## config.mk

```make
export PLATFORM = sky130hd
export DESIGN_NAME = stdp_weight_update_h1
export DESIGN_NICKNAME = d
export VERILOG_FILES = /design/src/rtl/stdp_weight_update_h1.sv
export SDC_FILE = /design/constraint.sdc
export NUM_CORES = 1
export LEC_CHECK = 0
export CAP_MARGIN = 10
export CORE_MARGIN = 1
export CORE_UTILIZATION = 65
export DETAILED_ROUTE_END_ITERATION = 16
export PLACE_DENSITY = 0.85
export SYNTH_ARGS = -nofsm -noshare
export SYNTH_HDL_FRONTEND = slang
export SYNTH_SLANG_ARGS = --single-unit
```

## constraint.sdc

```tcl
create_clock -name clk -period 11.6 [get_ports clk]
set_input_delay 1.74 -clock clk [delete_from_list [all_inputs] [get_ports clk]]
set_output_delay 1.74 -clock clk [all_outputs]
set_load 0.005 [all_outputs]
```

## src/rtl/stdp_weight_update_h1.sv

```systemverilog
`default_nettype none
// ============================================================================
// Module   : stdp_weight_update_h1
// Brief    : Hidden-layer-1 STDP weight-update stage. Passes the spike time
//            difference to the plus-side timing lookup, adds the returned
//            delta to the stored synapse weight with saturation, and writes
//            the result back through a two-stage forwarding pipeline.
//            Optional macro STDP_UPD_STATS_EN adds update/saturation counters.
// Revision : 1.0 - initial release
// ============================================================================
module stdp_weight_update_h1 #(
  parameter int W      = 24,
  parameter int N_SYN  = 16,
  parameter int ADDR_W = 4,
  parameter int WINIT  = 1000,
  parameter int WMAX   = 8388607,
  parameter int WMIN   = 0
) (
  input  logic              clk,
  input  logic              rst,
  input  logic              clr,
  input  logic              upd_valid,
  input  logic [ADDR_W-1:0] upd_addr,
  input  logic [7:0]        upd_dt,
  output logic              upd_ready,
  output logic [7:0]        lut_dt,
  input  logic [W-1:0]      lut_delta,
  output logic              wr_valid,
  output logic [ADDR_W-1:0] wr_addr,
  output logic [W-1:0]      wr_data,
  input  logic [ADDR_W-1:0] rd_addr,
  output logic [W-1:0]      rd_data
`ifdef STDP_UPD_STATS_EN
  ,
  output logic [15:0]       upd_cnt,
  output logic [15:0]       sat_cnt
`endif
);

  localparam logic signed [W:0]  c_wmax  = (W+1)'(WMAX);
  localparam logic signed [W:0]  c_wmin  = (W+1)'(WMIN);
  localparam logic [W-1:0]       c_winit = W'(WINIT);
  localparam logic [ADDR_W-1:0]  c_last  = ADDR_W'(N_SYN - 1);
  localparam logic [ADDR_W-1:0]  c_one   = ADDR_W'(1);

  typedef enum logic [0:0] {
    ST_INIT = 1'b0,
    ST_RUN  = 1'b1
  } state_t;

  state_t              r_state;
  state_t              w_state_nxt;
  logic [ADDR_W-1:0]   r_cnt;

  logic [W-1:0]        r_weight [N_SYN];

  logic                r_s1_valid;
  logic [ADDR_W-1:0]   r_s1_addr;
  logic                r_wr_valid;
  logic [ADDR_W-1:0]   r_wr_addr;
  logic [W-1:0]        r_wr_data;
  logic [W-1:0]        r_rd_data;

  logic                w_accept;
  logic                w_fwd;
  logic [W-1:0]        w_base;
  logic signed [W:0]   w_sum;
  logic                w_over;
  logic                w_under;
  logic [W-1:0]        w_clamped;

  // The lookup sees the raw time difference so its registered delta lines up
  // with the S1 stage one edge later.
  assign lut_dt   = upd_dt;

  assign wr_valid = r_wr_valid;
  assign wr_addr  = r_wr_addr;
  assign wr_data  = r_wr_data;
  assign rd_data  = r_rd_data;

  // A clr in RUN flushes S1, so an update presented on that edge is dropped.
  assign w_accept = upd_valid && upd_ready && !clr;

  // Base selection forwards the result still sitting in S2 (not yet written),
  // then computes the saturating sum one bit wider than the weight.
  assign w_fwd     = r_wr_valid && (r_wr_addr == r_s1_addr);
  assign w_base    = w_fwd ? r_wr_data : r_weight[r_s1_addr];
  assign w_sum     = $signed({w_base[W-1], w_base}) + $signed({lut_delta[W-1], lut_delta});
  assign w_over    = (w_sum > c_wmax);
  assign w_under   = (w_sum < c_wmin);
  assign w_clamped = w_over  ? c_wmax[W-1:0] :
                     w_under ? c_wmin[W-1:0] :
                               w_sum[W-1:0];

  // State register.
  always_ff @(posedge clk) begin
    if (rst) begin
      r_state <= ST_INIT;
    end else begin
      r_state <= w_state_nxt;
    end
  end

  // Next-state logic and ready decode.
  always_comb begin
    w_state_nxt = r_state;
    upd_ready   = 1'b0;
    case (r_state)
      ST_INIT: begin
        if (!clr && (r_cnt == c_last)) begin
          w_state_nxt = ST_RUN;
        end
      end
      ST_RUN: begin
        upd_ready = 1'b1;
        if (clr) begin
          w_state_nxt = ST_INIT;
        end
      end
      default: w_state_nxt = ST_INIT;
    endcase
  end

  // Init sweep counter; restarted by rst or clr.
  always_ff @(posedge clk) begin
    if (rst || clr) begin
      r_cnt <= '0;
    end else if (r_state == ST_INIT) begin
      r_cnt <= (r_cnt == c_last) ? '0 : (r_cnt + c_one);
    end
  end

  // Weight storage: the sweep owns the write port during INIT, S2 otherwise.
  always_ff @(posedge clk) begin
    if (r_state == ST_INIT) begin
      r_weight[r_cnt] <= c_winit;
    end else if (r_wr_valid) begin
      r_weight[r_wr_addr] <= r_wr_data;
    end
  end

  // Two-stage update pipeline: S1 captures the request, S2 the clamped result.
  always_ff @(posedge clk) begin
    if (rst) begin
      r_s1_valid <= 1'b0;
      r_s1_addr  <= '0;
      r_wr_valid <= 1'b0;
      r_wr_addr  <= '0;
      r_wr_data  <= '0;
    end else begin
      r_s1_valid <= w_accept;
      r_s1_addr  <= upd_addr;
      if (clr) begin
        r_wr_valid <= 1'b0;
      end else begin
        r_wr_valid <= r_s1_valid && (lut_delta != '0);
        if (r_s1_valid) begin
          r_wr_addr <= r_s1_addr;
          r_wr_data <= w_clamped;
        end
      end
    end
  end

  // Registered read port; a same-edge write is not visible until next edge.
  always_ff @(posedge clk) begin
    if (rst) begin
      r_rd_data <= '0;
    end else begin
      r_rd_data <= r_weight[rd_addr];
    end
  end

`ifdef STDP_UPD_STATS_EN
  logic        r_wr_sat;
  logic [15:0] r_upd_cnt;
  logic [15:0] r_sat_cnt;

  assign upd_cnt = r_upd_cnt;
  assign sat_cnt = r_sat_cnt;

  // Remember whether the result now in S2 had to be clamped.
  always_ff @(posedge clk) begin
    if (rst || clr) begin
      r_wr_sat <= 1'b0;
    end else if (r_s1_valid) begin
      r_wr_sat <= w_over || w_under;
    end
  end

  // Saturating statistics counters, one count per applied update.
  always_ff @(posedge clk) begin
    if (rst || clr) begin
      r_upd_cnt <= '0;
      r_sat_cnt <= '0;
    end else if (r_wr_valid) begin
      if (r_upd_cnt != 16'hFFFF) begin
        r_upd_cnt <= r_upd_cnt + 16'd1;
      end
      if (r_wr_sat && (r_sat_cnt != 16'hFFFF)) begin
        r_sat_cnt <= r_sat_cnt + 16'd1;
      end
    end
  end
`endif

endmodule
`default_nettype wire

```

-- Word-level counts from Yosys, hierarchy flattened
Memories as Yosys holds them, arrays and structs flattened. A register that Yosys moved wholly into a read port is not among the register bits.
Index checks and enable logic that the tools add are counted.
- bits in registers: 39
- bits in writable memories: 384
- input bits: 44
- output and inout port bits: 62
- word-level logic and storage cells: 43
- memories kept: 1
- memory list (name ; depth ; width ; read ports ; clocked after memory_dff ; wr ports ; line ; source):
    r_weight ; 16 ; 24 ; 2 ; 2 ; 1 ; 55 ; logic [W-1:0] r_weight [N_SYN];
- add/sub/neg operators: 2
- magnitude comparators: 2
- equality and inequality tests: 2
- muxes and demuxes: 16
- bitwise logic cells: 2
- reduce and logical (&&, ||, !) cells: 11
- operators with widths (operator ; number):
    2-to-1 mux 24 bit ; 4
    adder 24 x 24 -> 25 bit ; 1
    greater-than comparator 25 x 24 -> 1 bit, second input constant ; 1
    less-than comparator 25 x 1 -> 1 bit, second input constant ; 1
    nonzero test 24 bit ; 1
    OR reduction 24 bit ; 1
    2-to-1 mux 4 bit ; 3
    2-to-1 mux 1 bit ; 8
    logical AND 1 bit ; 5
    adder 4 x 1 -> 4 bit, second input constant ; 1
    == test 4 bit ; 1
    == test 4 bit, second input constant ; 1
    inverter 1 bit ; 2
    one-hot mux 1 bit (2 select lines) ; 1
    AND reduction 2 bit ; 1
    OR reduction 2 bit ; 1
    logical NOT 1 bit ; 1
    logical OR 1 bit ; 1

-- Logic depth before layout (Yosys ltp)
- word-level depth: 7
- mapped depth: 19
- depth with buffers taken out: 15

-- Worst setup path before layout
Ideal clock, no wire load.
- path type: register -> register
- from: register r_s1_addr[1]
- to: register r_wr_data[22] (netlist: wr_data[22])
- library setup time: 0.117 ns
- arrival time: 4.025 ns
- data required time: 11.483 ns
- slack: 7.458 ns
- cell stages (with the launch flop): 16
- clock period less this slack: 4.142 ns
- cells stage by stage: dfxtp_1 > clkbuf_1 > buf_2 > clkbuf_1 > mux4_2 > mux4_2 > mux2_2 > ha_1 > and4_4 > a21o_1 > or4_1 > o211ai_2 > a21oi_1 > a31oi_1 > mux2i_1 > nand2_1
- longest elaborated chain between the ends: 7
- elaborated cells on any way between the ends: 8
- RTL lines (item ; line ; source):
    start: declaration ; 58 ; logic [ADDR_W-1:0] r_s1_addr;
    start signal: assignment ; 152 ; r_s1_addr <= upd_addr;
    == test 4 bit (*) ; 86 ; assign w_fwd = r_wr_valid && (r_wr_addr == r_s1_addr);
    logical AND 1 bit (*) ; 86 ;
    2-to-1 mux 24 bit (*) ; 87 ; assign w_base = w_fwd ? r_wr_data : r_weight[r_s1_addr];
    adder 24 x 24 -> 25 bit (*) ; 88 ; assign w_sum = $signed({w_base[W-1], w_base}) + $signed({lut_delta[W-1], lut_delta});
    less-than comparator 25 x 1 -> 1 bit ; 90 ; assign w_under = (w_sum < c_wmin);
    2-to-1 mux 24 bit ; 92 ; w_under ? c_wmin[W-1:0] :
    2-to-1 mux 24 bit (*) ; 91 ; assign w_clamped = w_over ? c_wmax[W-1:0] :
    end signal: assignment ; 159 ; r_wr_data <= w_clamped;
    end: declaration ; 61 ; logic [W-1:0] r_wr_data;
Every way passes the cells marked *; elsewhere a longest branch is shown, timed or not.
A chain may end at the register's enable or synchronous reset.

-- Final worst setup path
- from: register r_s1_addr[0]
- to: register r_wr_data[5] (netlist: wr_data[5])
Same word-level chain as after synthesis.

==> metrics <==
Placer Congestion=~0.9; final worst setup slack=5.607 ns; Worst Hold Class=reg2reg; worst-path cell chain=buf_4, buf_4, mux4_2, mux4_2, mux2_2, ha_1, a21oi_2, o21ai_2, o31ai_1, a21o_2, nor2_2, nor4_4, buf_4, nor2_1, o21ai_1; CTS HTree Levels=2; status=complete, no violations; Crit path required time=around 12 ns; CP Launch Type=flop; number of global-route vias before repair=roughly 13k; Starting Density=about 66%; clk root buf=clkbuf_16; Num CTS Buffers=46; slowest CP cell=buf_4; first-pass GRT wire length=roughly 87 mm; layout cells sized above 1=approximately a third; top cells by area, synth=edfxtp_1, mux4_2, dfxtp_1, ha_1, mux2_2; reg2reg path depth=15; wire per inst=33.95 µm; total clock sinks=about 450; Setup Fix Bufs, Post-CTS=0; Pre-Repair DR Iteration Count=8; Skew-Pair Late Insertion Delay=around 0.56 ns; Logic pwr share=roughly 8.3%; CP max FO=41; Synth top area share=53.83%; WHS Path Cells=2; Seq pwr share=between 40 and 50%; most common cell after layout, fill and taps aside=edfxtp_1; RSZ-0062 raised after global routing=no; placement row count=66; crit-path max cell delay=0.79 ns; Tmin final=approximately 6 ns; Reg2Reg Setup Slack=roughly 5.6 ns; Crit path max-delay family=buffers and inverters; Cell Int Power=2.710 mW; die area=approximately 0.034 mm²; hold path endpoint=wr_data[21]; Finished Layout Cells=around 1.7k; Avg Vias per Cell=between 7 and 8; synth warn=0; Layout Nets=about 1.3k; Die Wd=183.5 µm; ys async rst share=0%; Final Hold Vio Count=0; # hold bufs at CTS=0; DRC=0; commonest non-fill, non-tap cells in the layout=edfxtp_1, mux4_2, clkdlybuf4s50_1; Setup CP Type=reg2reg; total global routing overflow=0; DP Worst Slack=roughly 5.7 ns; initial antenna violation count=2; fin. max-slew vios=0; via count=13.14k; Worst Path Buf+Inv=3; Syn Nets=around 1.3k; post-DP HPWL=approximately 33 mm; Iter 0 DRT Violations=between 1.5k and 2k; skew final=just over 0.009 ns; TritonCTS clock tree=built; Synth Register Bits=approximately 450; synth unique cells=66; final core occ=between 70% and 80%; Power per Cell Area=145.3 mW/mm²; Fillers=1768; Area Overhead vs Synth=12.71%; Max Fclk=~170 MHz; sequential area share after synthesis=between 50% and 60%; Pleak=8.635 nW; Sw Ratio=between 20% and 30%; pin count of the biggest net entering global routing=57; final setup vio count=0; Worst setup EP type=flop; placed cell count=around 1.7k; Synth Flop Type=edfxtp_1; CTS-repair resized insts=0; Core Area=about 0.032 mm²; Hold Path Origin=wr_data[21]; largest area contributor in the netlist=edfxtp_1; Reg2Reg Capture Point=wr_data[5]; Max Cap Viol=0; Total GRT Usage=between 30% and 40%; final period utilization=a little over 50%; Clock Power Share=a little over two fifths; Port Buffers=89; Max VDD drop=between 0.1 and 0.15 mV; sum of negative setup slack=0 ns; RR Startpoint=r_s1_addr[0]; Synth Instances=between 1k and 1.5k; slew margin rel.=~16%; Cell Area, Synth=around 0.021 mm²; height of the chip=roughly 180 µm; clock-pin slew of the registers on the worst-case setup and hold paths=0.06 ns; IO Pins=~110; antenna-violating nets left=0; Net Sw Power=~0.80 mW; deepest clock path buffer count=3; critical path arrival=around 6.5 ns; crit-path most repeated cell=buf_4; Worst-Margin Slew=~1.3 ns; EDFF count, synth=about 380; Mapped Avg Cell Area=roughly 18 µm²; final wirelength=59.11 mm
sequential cells by signal (all words and copies together), names as in the netlist:
name,cells
r_cnt,4
r_s1_addr,4
r_s1_valid,1
r_state,1
r_weight,384
rd_data,24
wr_addr,4
wr_data,24
wr_valid,1
power by group through the flow:
stage | clock network, mW | registers [mW] | logic [mW]
floorplan | 0 | 1.77 | 0.218
global placement | 0 | 1.78 | 0.280
detailed placement | 0 | 1.78 | 0.283
CTS | 1.47 | 1.75 | 0.287
global route | 1.53 | 1.75 | 0.308
finish | 1.47 | 1.75 | 0.290
area by class of cell:
class                           instances  area [µm²]  area share (%)
Clock buffer                           65        1294           5.359
Sequential cell                       447       12800           53.03
Inverter                                9       33.78          0.1399
Tap cell                              442       553.0           2.291
Clock inverter                         19       173.9          0.7204
Timing Repair Buffer                  116        1082           4.483
Multi-Input combinational cell        641        8198           33.96
Antenna cell                            2       5.005         0.02073
logic make-up (layout without fill, tap and decap cells):
group | Yosys count | in the layout | synth area share (%)
other | 0 | 2 | 0
multiplexers | 266 | 266 | 26.58
buffers and inverters | 96 | 209 | 2.302
flip-flops | 447 | 447 | 59.72
AND/OR/NAND/NOR | 208 | 208 | 5.117
AO/OA/AOI/OAI | 118 | 118 | 3.779
XOR/XNOR | 23 | 23 | 0.9405
adder cells (fa/ha/maj) | 26 | 26 | 1.554
per-stage QoR:
step	hold slack, ns	area, µm²	power, mW
2_1_floorplan	0.4518	21420	1.990
3_5_place_dp	0.4876	22670	2.063
6_report	0.4980	24140	3.508
4_1_cts	0.4956	24140	3.504
5_1_grt	0.5211	24140	3.580
3_3_place_gp	0.4727	22670	2.058
how the worst max path moves through the flow:
stage                       startpoint  depth (start not counted)     endpoint  slack, ns
after floorplan           r_s1_addr[1]                         15  wr_data[22]       7.46
after global placement    r_s1_addr[0]                         14  wr_data[22]       5.77
after detailed placement  r_s1_addr[0]                         15   wr_data[1]       5.68
after CTS                 r_s1_addr[0]                         15   wr_data[5]       5.58
after global routing      r_s1_addr[0]                         15   wr_data[5]       5.21
final                     r_s1_addr[0]                         15   wr_data[5]       5.61
worst reg2reg max path: cells and delay by family, from the launching register on:
| kind | cells | cell delay (ns) |
|---|---|---|
| adders and majority gates | 1 | 0.35 |
| buffers and inverters | 3 | 1.90 |
| AOI/OAI and AO/OA | 5 | 1.07 |
| muxes | 3 | 1.49 |
| DFF | 1 | 0.62 |
| and+or+nand+nor | 3 | 0.50 |
routing by layer:
layer	routed length [µm]	track usage, %	vias up
li1	-	-	5070
met1	20900	49.83	6657
met2	28060	56.35	1212
met3	7579	9.429	201
met4	2575	14.90	0
met5	0	0	-
synthesized netlist by cell type, types with 3 or more instances:
library cell / number
a211oi_1: 4
a21o_1: 11
a21o_2: 7
a21oi_1: 30
a21oi_2: 4
a31oi_1: 8
and3_1: 19
buf_1: 6
buf_2: 16
buf_4: 9
buf_6: 7
clkbuf_1: 46
dfxtp_1: 63
edfxtp_1: 384
ha_1: 25
inv_1: 9
mux2_2: 23
mux2i_1: 3
mux4_2: 240
nand2_1: 47
nand2b_1: 6
nand4_1: 3
nor2_1: 49
nor2b_1: 36
nor3_1: 13
nor3b_1: 4
nor4_1: 6
o211ai_1: 3
o21ai_0: 11
o21ai_1: 19
or2_2: 8
xnor2_1: 17
xor2_1: 6
Power figures use the tool's default switching activity.
==> RTL edit 1: new RTL, same settings <==
The parameter `ADDR_W` goes from 4 to 6.
--- a/src/rtl/stdp_weight_update_h1.sv
+++ b/src/rtl/stdp_weight_update_h1.sv
@@ -11,7 +11,7 @@
 module stdp_weight_update_h1 #(
   parameter int W      = 24,
   parameter int N_SYN  = 16,
-  parameter int ADDR_W = 4,
+  parameter int ADDR_W = 6,
   parameter int WINIT  = 1000,
   parameter int WMAX   = 8388607,
   parameter int WMIN   = 0
Interface: changed (resized rd_addr, upd_addr and wr_addr); port bits go from 106 to 112. The function was not compared with the original's and may differ.
==> RTL edit 1 against the unedited design <==
Area after synthesis is 1.2% higher; design area is 1.2% higher; total power is 2.0% higher; combinational power is 11% higher; sequential cell count is 6 higher; routed wire length is 1.8% higher; setup slack worse by 0.18 ns; sequential share of layout area is 0.15 points lower.
==> RTL edit 1: results (changes against the unedited design) <==
* Dpl cell area at 0.0230 mm² (+1.3%)
* Clock Path Buffers at 3 (unchanged)
* Top post-synthesis cells by area: edfxtp_1 (53%), mux4_2 (25%), dfxtp_1 (6.4%)
* Total Wirelength at 60200 µm (+1.8%)
* TritonCTS Buffers at 45 (-2.2%)
* Post-synthesis xor/xnor area fraction at 1.01% (+0.070 points)
* Switch share at 22.9% (+0.14 points)
* Status: complete, no violations
* Slowest cell on crit path: a21oi_2
* PortBufs at 93 (+4.5%)
* Crit path kind: reg2reg
* Number of global-route vias before repair at 13600 (+2.9%)
* Layout Nets at 1350 (+1.4%)
* Critical path arrival at 6.57 ns (+0.09 ns)
* Mux share of post-synthesis cell area at 26.3% (-0.30 points)
* Compound-Gate Fraction of Synth Area at 4.26% (+0.48 points)
* Clock transition at the registers of the reported paths at ~0.070 ns
* Sequential cell area fraction in the yosys report at 59.6% (-0.13 points)
* Diodes inserted at 0 (-2)
* Met2 WL post-DR at 28900 µm (+3.1%)
* Syn Nets at 1285 (+2.5%)
* Static Leakage at 7.76 nW (-10%)
* Dpl ws at 5.49 ns (-0.188 ns)
* DR WL/cell at 34.3 µm (+1.2%)
* Slew @ Worst Pin at 1.26 ns (+0.00476 ns)
* Hpwl dp at 32900 µm (+0.30%)
* Gp weighted congestion at 0.963 (+6.7%)
* DRT met1 WL at 20100 µm (-3.8%)
* Post-synth EDFFs at 384 (unchanged)
* Largest net degree at the start of global routing at 57 (unchanged)
* Yosys cell types at 68 (+3.0%)
* Met3 usage at 9.43% (about the same)
* Synth top cells by count: edfxtp_1 (384), mux4_2 (240), dfxtp_1 (69), nor2_1 (55), clkbuf_1 (53)
* Crit path largest cell delay at 0.80 ns
* Synth Instances at 1209 (+2.1%)
* Pre-antenna DRT Iters at 6 (-2)
* Global-route track usage on met2 at 58.0% (+1.6 points)
* Final Power at 3.58 mW (+2.0%)
* Gr busiest metal: met2
* Placed cells at 1669 (+0.85%)
* GRT Util Overall at 36.6% (+0.25 points)
* Max FO, Critical Path at 31 (-24%)
* Iteration-0 DRC Markers at 1963 (+15%)
* Metal3 WL at 8080 µm (+6.6%)
* Top Family by Delay on Critical Path: compound AO/OA/AOI/OAI gates
* Max Clock Skew at 0.0225 ns (+0.0134 ns)
* Max VDD drop at 111 µV (-11%)
* Post-synthesis adder-cell area fraction at 1.65% (+0.098 points)
* DR top layer: met4
* Via Count at 13400 (+2.0%)
* Initial antenna violation count at 1 (-1)
* First-pass GRT wire length at 87400 µm (+1.0%)
* GR Util met1 at 47.8% (-2.1 points)
* Share of cells above drive strength 1 at 30.1% (-2.1 points)
RTL edit 1: final timing paths:
path,cells past startpoint,end,slack (ns),start
worst max-delay path,13,wr_data[10],5.43,r_s1_addr[0]
worst max register to register,13,wr_data[10],5.43,r_s1_addr[0]
worst min-delay path,2,wr_addr[4],0.47,r_s1_addr[4]
worst min register to register,2,wr_addr[4],0.47,r_s1_addr[4]
RTL edit 1: worst register-to-register path, cell delays in order (launching register included):
cell	delay [ns]
dfxtp_4	0.74
buf_4	0.64
mux4_2	0.63
mux4_2	0.53
mux2_2	0.29
ha_1	0.22
fa_1	0.47
a211oi_2	0.33
o211ai_2	0.17
a31oi_4	0.27
nor4_2	0.09
or4_4	0.58
a21oi_2	0.80
a311oi_1	0.25
RTL edit 1: area by class of cell:
cell class | count | area, µm²
sequential | 453 | 12900
clock inverter | 20 | 205
clock buffer | 64 | 1280
fill | 1777 | 8260
multi-input combinational | 661 | 8430
timing repair buffer | 107 | 1020
inverter | 6 | 22.5
tap | 442 | 553
==> RTL edit 2: new RTL, same settings <==
Without the edit above. `r_s1_addr` no longer has a reset.
--- a/src/rtl/stdp_weight_update_h1.sv
+++ b/src/rtl/stdp_weight_update_h1.sv
@@ -143,13 +143,11 @@
   always_ff @(posedge clk) begin
     if (rst) begin
       r_s1_valid <= 1'b0;
-      r_s1_addr  <= '0;
       r_wr_valid <= 1'b0;
       r_wr_addr  <= '0;
       r_wr_data  <= '0;
     end else begin
       r_s1_valid <= w_accept;
-      r_s1_addr  <= upd_addr;
       if (clr) begin
         r_wr_valid <= 1'b0;
       end else begin
@@ -162,6 +160,10 @@
     end
   end
 
+  always_ff @(posedge clk) begin
+    r_s1_addr <= upd_addr;
+  end
+
   // Registered read port; a same-edge write is not visible until next edge.
   always_ff @(posedge clk) begin
     if (rst) begin
Function: same outputs for any inputs over 4 cycles, from zero or initial values and one cycle with rst high; that may be too few to reach the edited logic, so the function may still have changed.
==> RTL edit 2 against the unedited design <==
Sequential cell count unchanged; clock power down 4%; sequential power about the same; cell count down 2.5%; routed wire length down 7.5%; count of clock-buffer cells in the layout up 1; setup slack better by 0.25 ns; sequential share of layout area up 0.59 points; core utilization up 0.70 points; total power down 3.7%; area after synthesis down 1.3%; worst hold slack better by 0.042 ns; fmax up 4.4%; design area down 1.1%; critical endpoint is now wr_data[17]; largest power group unchanged; highest routed layer is now met5.
==> RTL edit 2: results (changes against the unedited design) <==
* Synth top cells by count: edfxtp_1 (384), mux4_2 (240), dfxtp_1 (63), nor2_1 (51), nand2_1 (41)
* Layout Nets at 1300 (-2.3%)
* CP startpoint: r_s1_addr[0]
* Gp weighted congestion at 0.881 (-2.4%)
* Relative slew margins at 13.3% (-2.8 points)
* Hold slack at 0.540 ns (+0.0422 ns)
* Fill count at 1770 (+0.11%)
* Share of cells above drive strength 1 at 31.0% (-1.2 points)
* Number of global-route vias before repair at 12600 (-4.7%)
* Iteration-0 DRC Markers at 1701 (-0.47%)
* R2r setup slk at 5.86 ns (+0.25 ns)
* RR Startpoint: r_s1_addr[0]
* PortBufs at 89 (unchanged)
* Syn Nets at 1225 (-2.3%)
* Max FO, Critical Path at 43 (+4.9%)
* GRT Util Overall at 34.2% (-2.1 points)
* Max Clock Skew at 0.0271 ns (+0.0180 ns)
* Largest net degree at the start of global routing at 57 (unchanged)
* Status: complete, no violations
* DR WL/cell at 32.2 µm (-5.2%)
* Yosys cell types at 54 (-18%)
* Hpwl dp at 30600 µm (-6.8%)
* Initial antenna violation count at 1 (-1)
* Max VDD drop at 136 µV (+9.0%)
* Internal at 2.65 mW (-2.1%)
* Diodes inserted at 0 (-2)
* Via Count at 12500 (-5.2%)
* Top post-synthesis cells by area: edfxtp_1 (55%), mux4_2 (26%), dfxtp_1 (6.0%)
* Static Leakage at 8.60 nW (-0.38%)
* Worst hold path startpoint: wr_data[9]
* TritonCTS Buffers at 45 (-2.2%)
* Post-synth EDFFs at 384 (unchanged)
* Pre-antenna DRT Iters at 5 (-3)
* Sequential cell area fraction in the yosys report at 60.5% (+0.76 points)
RTL edit 2: critical path, stage by stage, from the launching register on:
cell and delay, ns:
dfxtp_4 0.70, buf_4 0.80, mux4_2 0.61, mux4_2 0.52
mux2_2 0.29, ha_1 0.32, o211ai_1 0.24, o211ai_1 0.18
a22oi_2 0.25, o21ai_1 0.15, a211oi_2 0.24, a2bb2oi_2 0.76
nor2b_1 0.36, a221o_1 0.16
RTL edit 2: layer usage:
layer / share of wire (%) / global-route usage, %
met4: 3.5 / 12.8
met2: 48 / 53.9
met1: 36 / 48.5
met3: 12 / 6.59
met5: 0.024 / 0
RTL edit 2: cell type report:
cell class / count / area [µm²] / area share (%)
sequential: 447 / 12800 / 53.6
timing repair buffer: 112 / 1050 / 4.39
clock buffer: 66 / 1300 / 5.43
multi-input combinational: 615 / 8020 / 33.6
tap: 435 / 544 / 2.28
clock inverter: 14 / 134 / 0.561
inverter: 9 / 33.8 / 0.141
RTL edit 2: power by group through the flow:
stage	logic (mW)	registers (mW)	clock network, mW
after floorplan	0.162	1.77	0
after global placement	0.211	1.78	0
after detailed placement	0.215	1.78	0
final	0.218	1.75	1.41
after CTS	0.217	1.75	1.42
after global routing	0.230	1.75	1.48
RTL edit 2: kinds of logic (layout without fill, tap and decap cells):
group | after synthesis | count (layout) | synth area share, %
adder cells (fa/ha/maj) | 26 | 26 | 1.57
AND/OR/NAND/NOR | 190 | 190 | 4.60
flip-flops | 447 | 447 | 60.5
AO/OA/AOI/OAI | 110 | 110 | 3.24
multiplexers | 267 | 267 | 27.0
buffers and inverters | 93 | 201 | 2.22
XOR/XNOR | 22 | 22 | 0.911
RTL edit 2: final timing paths:
check / end / depth (start not counted)
worst max register to register: wr_data[17] / 13
worst min-delay path: wr_data[9] / 2
worst max-delay path: wr_data[17] / 13
worst min register to register: wr_data[9] / 2
RTL edit 2: per-stage QoR:
stage / instances / area (µm²) / setup WS [ns] / util (%)
2_1_floorplan: 1155 / 21200 / 7.67 / -
3_3_place_gp: 1618 / 22400 / 6.11 / 70.6
3_5_place_dp: 1618 / 22400 / 5.93 / 70.6
4_1_cts: 1698 / 23900 / 5.85 / 75.1
5_1_grt: 1698 / 23900 / 5.54 / 75.1
6_report: 1698 / 23900 / 5.86 / 75.1
